<file path="config.mk">
export PLATFORM = sky130hd
export DESIGN_NAME = random_instr_gen_flat
export DESIGN_NICKNAME = d
export VERILOG_FILES = /design/src/rtl/random_gen_pkg.sv /design/src/rtl/random_instr_gen_if.sv /design/src/rtl/random_instr_gen_lfsr16.sv /design/src/rtl/random_instr_gen.sv /design/src/flat_wrapper.sv
export SDC_FILE = /design/constraint.sdc
export NUM_CORES = 2
export LEC_CHECK = 0
export BUFFER_PORTS_ARGS = -buffer_cell sky130_fd_sc_hd__buf_2
export CAP_MARGIN = 15
export CORE_AREA = 5 5 392 394
export DETAILED_ROUTE_END_ITERATION = 8
export DIE_AREA = 0 0 397 399
export GPL_TIMING_DRIVEN = 0
export PLACE_DENSITY = 0.45
export SLEW_MARGIN = 10
export SYNTH_ARGS = -nofsm -noshare
export SYNTH_HDL_FRONTEND = slang
export SYNTH_HIERARCHICAL = 1
export SYNTH_SLANG_ARGS = --single-unit
</file>
<file path="constraint.sdc">
create_clock -name clk -period 3.5 [get_ports clk]
set_input_delay 0.525 -clock clk [delete_from_list [all_inputs] [get_ports clk]]
set_output_delay 0.525 -clock clk [all_outputs]
set_load 0.05 [all_outputs]
</file>
<file path="src/rtl/random_gen_pkg.sv">
// random_gen_pkg: shared constants, opcode table and helpers for the instruction generator
package random_gen_pkg;
   localparam logic [15:0] HALT_INSTR = 16'hE000;
   localparam logic [15:0] LFSR_TAPS  = 16'hB400;
   localparam logic [4:0] OPCODE_TABLE [0:7] = '{5'd0, 5'd1, 5'd2, 5'd3, 5'd4, 5'd5, 5'd6, 5'd7};
   typedef enum logic {FILL, DONE} gen_state_t;
   function automatic logic [15:0] lfsr_step(input logic [15:0] l);
      return (l >> 1) ^ (l[0] ? LFSR_TAPS : 16'h0000);
   endfunction
   function automatic logic [15:0] make_instr(input logic [15:0] l);
      return {OPCODE_TABLE[l[15:13]], l[10:0]};
   endfunction
endpackage

</file>
<file path="src/rtl/random_instr_gen_if.sv">
// random_instr_gen_if: regenerate request, completion flag and program image
interface random_instr_gen_if #(parameter int MEM_SIZE = 64);
   logic        start;
   logic        done;
   logic [15:0] MEM [MEM_SIZE-1:0];
   modport master (output start, input done, MEM);
   modport slave  (input start, output done, MEM);
endinterface

</file>
<file path="src/rtl/random_instr_gen_lfsr16.sv">
// lfsr16: 16-bit right-shifting Galois LFSR; a zero seed is replaced by 1 so it never locks up
module lfsr16
   import random_gen_pkg::*;
(
   input  logic        clk,
   input  logic        rst_n,
   input  logic        load,
   input  logic [15:0] seed,
   input  logic        advance,
   output logic [15:0] q
);
   logic [15:0] seed_nz;
   assign seed_nz = (seed == 16'h0000) ? 16'h0001 : seed;
   // reset or load takes the seed; otherwise step only when asked
   always_ff @(posedge clk)
      q <= (!rst_n || load) ? seed_nz : advance ? lfsr_step(q) : q;
endmodule

</file>
<file path="src/rtl/random_instr_gen.sv">
// random_instr_gen: fills a program image with LFSR-derived legal instructions ending in HALT
module random_instr_gen
   import random_gen_pkg::*;
#(
   parameter int          MEM_SIZE = 64,
   parameter logic [15:0] SEED     = 16'hACE1
) (
   input logic               clk,
   input logic               rst_n,
   random_instr_gen_if.slave bus
);
   localparam int IW = $clog2(MEM_SIZE);
   gen_state_t    state_q, state_d;
   logic [IW-1:0] idx;
   logic [15:0]   lfsr;
   logic [15:0]   mem_q [MEM_SIZE-1:0];
   logic          last, advance;
   assign last     = idx == IW'(MEM_SIZE - 1);
   assign bus.MEM  = mem_q;
   assign bus.done = state_q == DONE;
   lfsr16 u_lfsr (.clk(clk), .rst_n(rst_n), .load(1'b0), .seed(SEED), .advance(advance), .q(lfsr));
   // next state: FILL runs to the last word, DONE waits for start
   always_comb begin
      state_d = state_q;
      advance = 1'b0;
      if (state_q == FILL) begin
         state_d = last ? DONE : FILL;
         advance = !last;
      end else begin
         state_d = bus.start ? FILL : DONE;
      end
   end
   // state register
   always_ff @(posedge clk)
      state_q <= !rst_n ? FILL : state_d;
   // write pointer: steps with the LFSR, rewinds on a regenerate request
   always_ff @(posedge clk)
      if (!rst_n)
         idx <= '0;
      else if (advance)
         idx <= idx + 1'b1;
      else if (state_q == DONE && bus.start)
         idx <= '0;
   // program image: HALT everywhere on reset, one word per FILL cycle, last word always HALT
   always_ff @(posedge clk)
      if (!rst_n)
         for (int i = 0; i < MEM_SIZE; i++) mem_q[i] <= HALT_INSTR;
      else if (state_q == FILL)
         mem_q[idx] <= last ? HALT_INSTR : make_instr(lfsr);
endmodule

</file>
<file path="src/flat_wrapper.sv">
// flat-port wrapper written by rule: the top's interface ports become plain ports
module random_instr_gen_flat import random_gen_pkg::*;
#(
   parameter int          MEM_SIZE = 64,
   parameter logic [15:0] SEED     = 16'hACE1
)
  (clk, rst_n, bus_start, bus_done, bus_MEM);
  random_instr_gen_if #(.MEM_SIZE(MEM_SIZE)) bus_i ();
  input logic clk;
  input logic rst_n;
  input wire logic [$bits(bus_i.start)-1:0] bus_start;
  output wire logic [$bits(bus_i.done)-1:0] bus_done;
  output wire logic [$bits(bus_i.MEM)-1:0] bus_MEM;
  assign bus_i.start = bus_start;
  assign bus_done = bus_i.done;
  assign bus_MEM = {>>{bus_i.MEM}};
  random_instr_gen #(.MEM_SIZE(MEM_SIZE), .SEED(SEED)) u_core (.clk(clk), .rst_n(rst_n), .bus(bus_i));
endmodule
</file>
==> qor.csv <==
stage;metric;value;unit
drt;post-DR vias/cell;4.78;
power;power consumption;0.0252;W
logic_synthesis;post-synthesis instance area;0.0344;sq mm
setup_path;endpoint type of the worst setup path;flop;
power;highest ir drop seen on vdd;371;uV
placement;post-detail-place hpwl;147;mm
drt;number of DRC violations after detailed-routing iteration 0;2564;
hold_path;WHS Path Cells;4;
logic_synthesis;cell accounting for the most synthesized area;sky130_fd_sc_hd__dfxtp_1;
setup_path;Crit-path slowest cell;sky130_fd_sc_hd__o21ai_4;
clock_tree;hold bufs inserted after CTS;0;
global_route;total global-route track usage;23.3;%
clock_tree;insertion delay of the later-clocked pin in the worst-skew pair;0.74;ns
timing;unrepaired setup endpoints after global routing;false;
drt;total DRC errors in the routed layout;0;
cells_and_area;final net count;4787;
cells_and_area;area of combinational cells with multiple inputs;0.0124;sq mm
die;ports placed on the boundary;1028;
timing;final worst clock skew;0.0378;ns
logic_synthesis;fraction of the yosys area taken by sequential cells;57.7;%
logic_synthesis;Syn Area/Cell;9.56;sq um
logic_synthesis;dominant synthesized flop cell;sky130_fd_sc_hd__dfxtp_1;
logic_synthesis;total number of yosys warnings;6;
logic_synthesis;leading post-synthesis cells by cell area;sky130_fd_sc_hd__dfxtp_1, sky130_fd_sc_hd__o22ai_1, sky130_fd_sc_hd__nand2_1;
power;Static Leakage;19.3;nW
global_route;via count of the first global-routing pass;31500;
cells_and_area;most frequent standard cell in the layout excluding fill and tap cells;sky130_fd_sc_hd__buf_2;
die;row count;142;
placement;number of buffers added on ports;1027;
timing;final worst path period need;3.36;ns
logic_synthesis;count of state elements after synthesis;983;
setup_path;R2R cell count;7;
setup_path;category of the critical setup timing path;flop to flop;
cells_and_area;Post-Route Utilization;30.9;%
global_route;initial antenna violation count;11;
placement;worst slack after detailed placement;0.135;ns
logic_synthesis;gate count after technology mapping;3601;
timing;worst-margin pin slew;1.21;ns
die;area of the die;0.158;sq mm
logic_synthesis;Post-synth EDFFs;16;
setup_path;Top delay family on crit path;buffers and inverters;
logic_synthesis;top-area cell type share of the netlist area;56.3;%
cells_and_area;commonest non-fill, non-tap cells in the layout;sky130_fd_sc_hd__buf_2, sky130_fd_sc_hd__dfxtp_1, sky130_fd_sc_hd__nand2_1;
clock_tree;# H-tree levels;3;
logic_synthesis;count of cell types in the netlist;63;
die;core footprint;0.149;sq mm
clock_tree;TritonCTS Sinks;983;
cells_and_area;area delta synth->final;34.4;%
global_route;first-pass GRT wire length;262;mm
timing;final hold violation count;0;
clock_tree;CTS clock-pin slew for the worst setup and hold paths;0.06;ns
clock_tree;number of buffers inserted during clock tree synthesis;111;
drt;Routed wire per std cell;28.3;microns
hold_path;end point of the most critical hold path;u_core/idx[2];
setup_path;endpoint of the worst register-to-register path;u_core/bus.MEM[616];
setup_path;Worst Setup Start Kind;flop;
clock_tree;CTS tree;yes;
cells_and_area;filler instances;16000;
setup_path;Buf+Inv Stages, Crit Path;3;
flow_run;number of max-cap violations;0;
cells_and_area;Non-Filler Instances;6888;
setup_path;setup slack, reg-to-reg;0.14;ns
setup_path;delay of the slowest cell on the worst path;0.95;ns
clock_tree;maximum buffer depth of the clock tree;3;
setup_path;origin of the critical flop-to-flop path;u_core/idx[0];
timing;highest achievable clock rate;297;MHz
placement;Placer Congestion;0.836;
clock_tree;clock tree root driver cell;sky130_fd_sc_hd__clkbuf_16;
drt;number of search-and-repair iterations in the first detailed-routing pass;5;
global_route;Congestion Overflow GR;0;
logic_synthesis;share of async-settable or async-resettable flops after synthesis;0;%
clock_tree;CTS-repair resized insts;0;
die;chip height;399;microns
outcome;run status;finished, final reports clean;
die;initial standard-cell utilization of the core;23.0;%
clock_tree;setup fix buffers added after clock tree synthesis;0;
setup_path;Crit Path Max Fanout;10;
timing;part of the cycle the worst path needs;96.0;%
cells_and_area;storage element area;0.0198;sq mm
timing;number of max-slew violations in the final report;0;
hold_path;worst hold start;bus_start;
timing;Relative slew margins;18.8;%
power;P per Cell Area;544;mW/mm^2
timing;post-layout worst setup margin;0.138;ns
drt;total length of routed wires;195;mm
setup_path;cell-by-cell trace of the critical path;ha_1 -> clkbuf_1 -> nand2_2 -> buf_4 -> o21ai_4 -> buf_2 -> o22ai_1;
placement;number of placed instances, taps included;6686;
global_route;pin count of the biggest net entering global routing;18;
hold_path;path class of the lowest-slack min-delay path;primary input to flop;
cells_and_area;proportion of layout cells with a drive suffix above 1;32.6;%
drt;final antenna-violating net count;0;
setup_path;critical path data required time;4.07;ns
drt;routed vias;33000;
timing;number of setup violations in the final report;0;
setup_path;worst path arrival time;3.93;ns
die;width of the die;397;microns
synth_stat cells, types with 3 or more instances:
master,n
sky130_fd_sc_hd__nand2_1,890
sky130_fd_sc_hd__and2_1,9
sky130_fd_sc_hd__o22a_1,63
sky130_fd_sc_hd__dfxtp_1,967
sky130_fd_sc_hd__clkbuf_1,206
sky130_fd_sc_hd__o22ai_1,754
sky130_fd_sc_hd__o21ai_2,5
sky130_fd_sc_hd__nand2b_1,65
sky130_fd_sc_hd__inv_1,13
sky130_fd_sc_hd__and3b_1,3
sky130_fd_sc_hd__xnor2_1,3
sky130_fd_sc_hd__o21ai_4,8
sky130_fd_sc_hd__nor2_1,48
sky130_fd_sc_hd__buf_4,93
sky130_fd_sc_hd__or4b_1,3
sky130_fd_sc_hd__mux2_4,11
sky130_fd_sc_hd__nor4bb_1,3
sky130_fd_sc_hd__buf_6,12
sky130_fd_sc_hd__and4bb_2,3
sky130_fd_sc_hd__nand4b_1,3
sky130_fd_sc_hd__o22ai_2,80
sky130_fd_sc_hd__nor4b_4,3
sky130_fd_sc_hd__edfxtp_1,16
sky130_fd_sc_hd__nor2b_1,3
sky130_fd_sc_hd__nand3_1,56
sky130_fd_sc_hd__nand4bb_1,6
sky130_fd_sc_hd__buf_1,11
sky130_fd_sc_hd__nand3_4,8
sky130_fd_sc_hd__nand3b_1,3
sky130_fd_sc_hd__nor4_1,5
sky130_fd_sc_hd__o21ai_0,64
sky130_fd_sc_hd__nor2_2,5
sky130_fd_sc_hd__nor2_4,9
sky130_fd_sc_hd__o311ai_0,6
sky130_fd_sc_hd__buf_2,124
sky130_fd_sc_hd__a21oi_1,7
tightest hold or removal path, delay by kind of cell:
| family | cells | cell delay (ns) |
|---|---|---|
| AOI/OAI and AO/OA | 1 | 0.05 |
| and+or+nand+nor | 2 | 0.18 |
| buffers and inverters | 1 | 0.10 |
flip-flops by register name, indices dropped and copies added (netlist names):
name and cells:
u_core/idx 6, u_core/bus.done 1, u_core/bus.MEM 960, u_core/u_lfsr/q 16
power by group:
| group | internal [W] | switching (W) | total, W |
|---|---|---|---|
| Combinational | 0.000303 | 0.00150 | 0.00181 |
| Clock | 0.00691 | 0.00508 | 0.0120 |
| Sequential | 0.0113 | 0.0000610 | 0.0114 |
per-layer routing:
| layer | global-route usage (%) | share of wire [%] | vias up |
|---|---|---|---|
| li1 | - | - | 15000 |
| met1 | 28.0 | 39 | 16300 |
| met2 | 40.7 | 49 | 1387 |
| met3 | 5.93 | 8.0 | 225 |
| met4 | 7.93 | 3.3 | 0 |
| met5 | 0 | 0 | - |
cells by family (layout without fill, tap and decap cells):
| kind of cell | after synthesis | count (layout) | synth area share [%] |
|---|---|---|---|
| flip-flops | 983 | 983 | 57.7 |
| multiplexers | 12 | 12 | 0.513 |
| AO/OA/AOI/OAI | 994 | 994 | 20.1 |
| XOR/XNOR | 3 | 3 | 0.0764 |
| buffers and inverters | 460 | 1696 | 6.79 |
| adder cells (fa/ha/maj) | 1 | 1 | 0.0364 |
| other | 2 | 37 | 0.0218 |
| AND/OR/NAND/NOR | 1146 | 1146 | 14.8 |
final cells by class:
type,instances,share of cell area (%)
Sequential cell,983,42.9
Multi-Input combinational cell,2189,26.8
Timing Repair Buffer,1038,11.6
Clock buffer,160,6.95
Tap cell,2016,5.46
Buffer,447,4.97
Clock inverter,38,1.15
Inverter,13,0.106
Antenna cell,4,0.0216
through the flow:
stage                     setup TNS, ns  area [sq um]  hold WS, ns
after global routing                  0         46200        0.127
after global placement           -48.12         42200        0.454
final                                 0         46200        0.165
after floorplan                       0         34500        0.527
after CTS                             0         46200       0.0590
after detailed placement              0         42500        0.457
worst max-delay path by stage:
stage | startpoint | end | slack, ns | depth (start not counted)
final | u_core/idx[0] | u_core/bus.MEM[616] | 0.14 | 7
after global routing | u_core/idx[0] | u_core/bus.MEM[712] | 0.04 | 7
after floorplan | u_core/idx[0] | u_core/u_lfsr/q[0] | 1.25 | 7
after global placement | rst_n | u_core/bus.MEM[865] | -0.40 | 6
after detailed placement | u_core/idx[0] | u_core/bus.MEM[584] | 0.13 | 7
after CTS | u_core/idx[0] | u_core/bus.MEM[616] | 0.11 | 7
No activity file was read; power rests on OpenSTA's default activity.
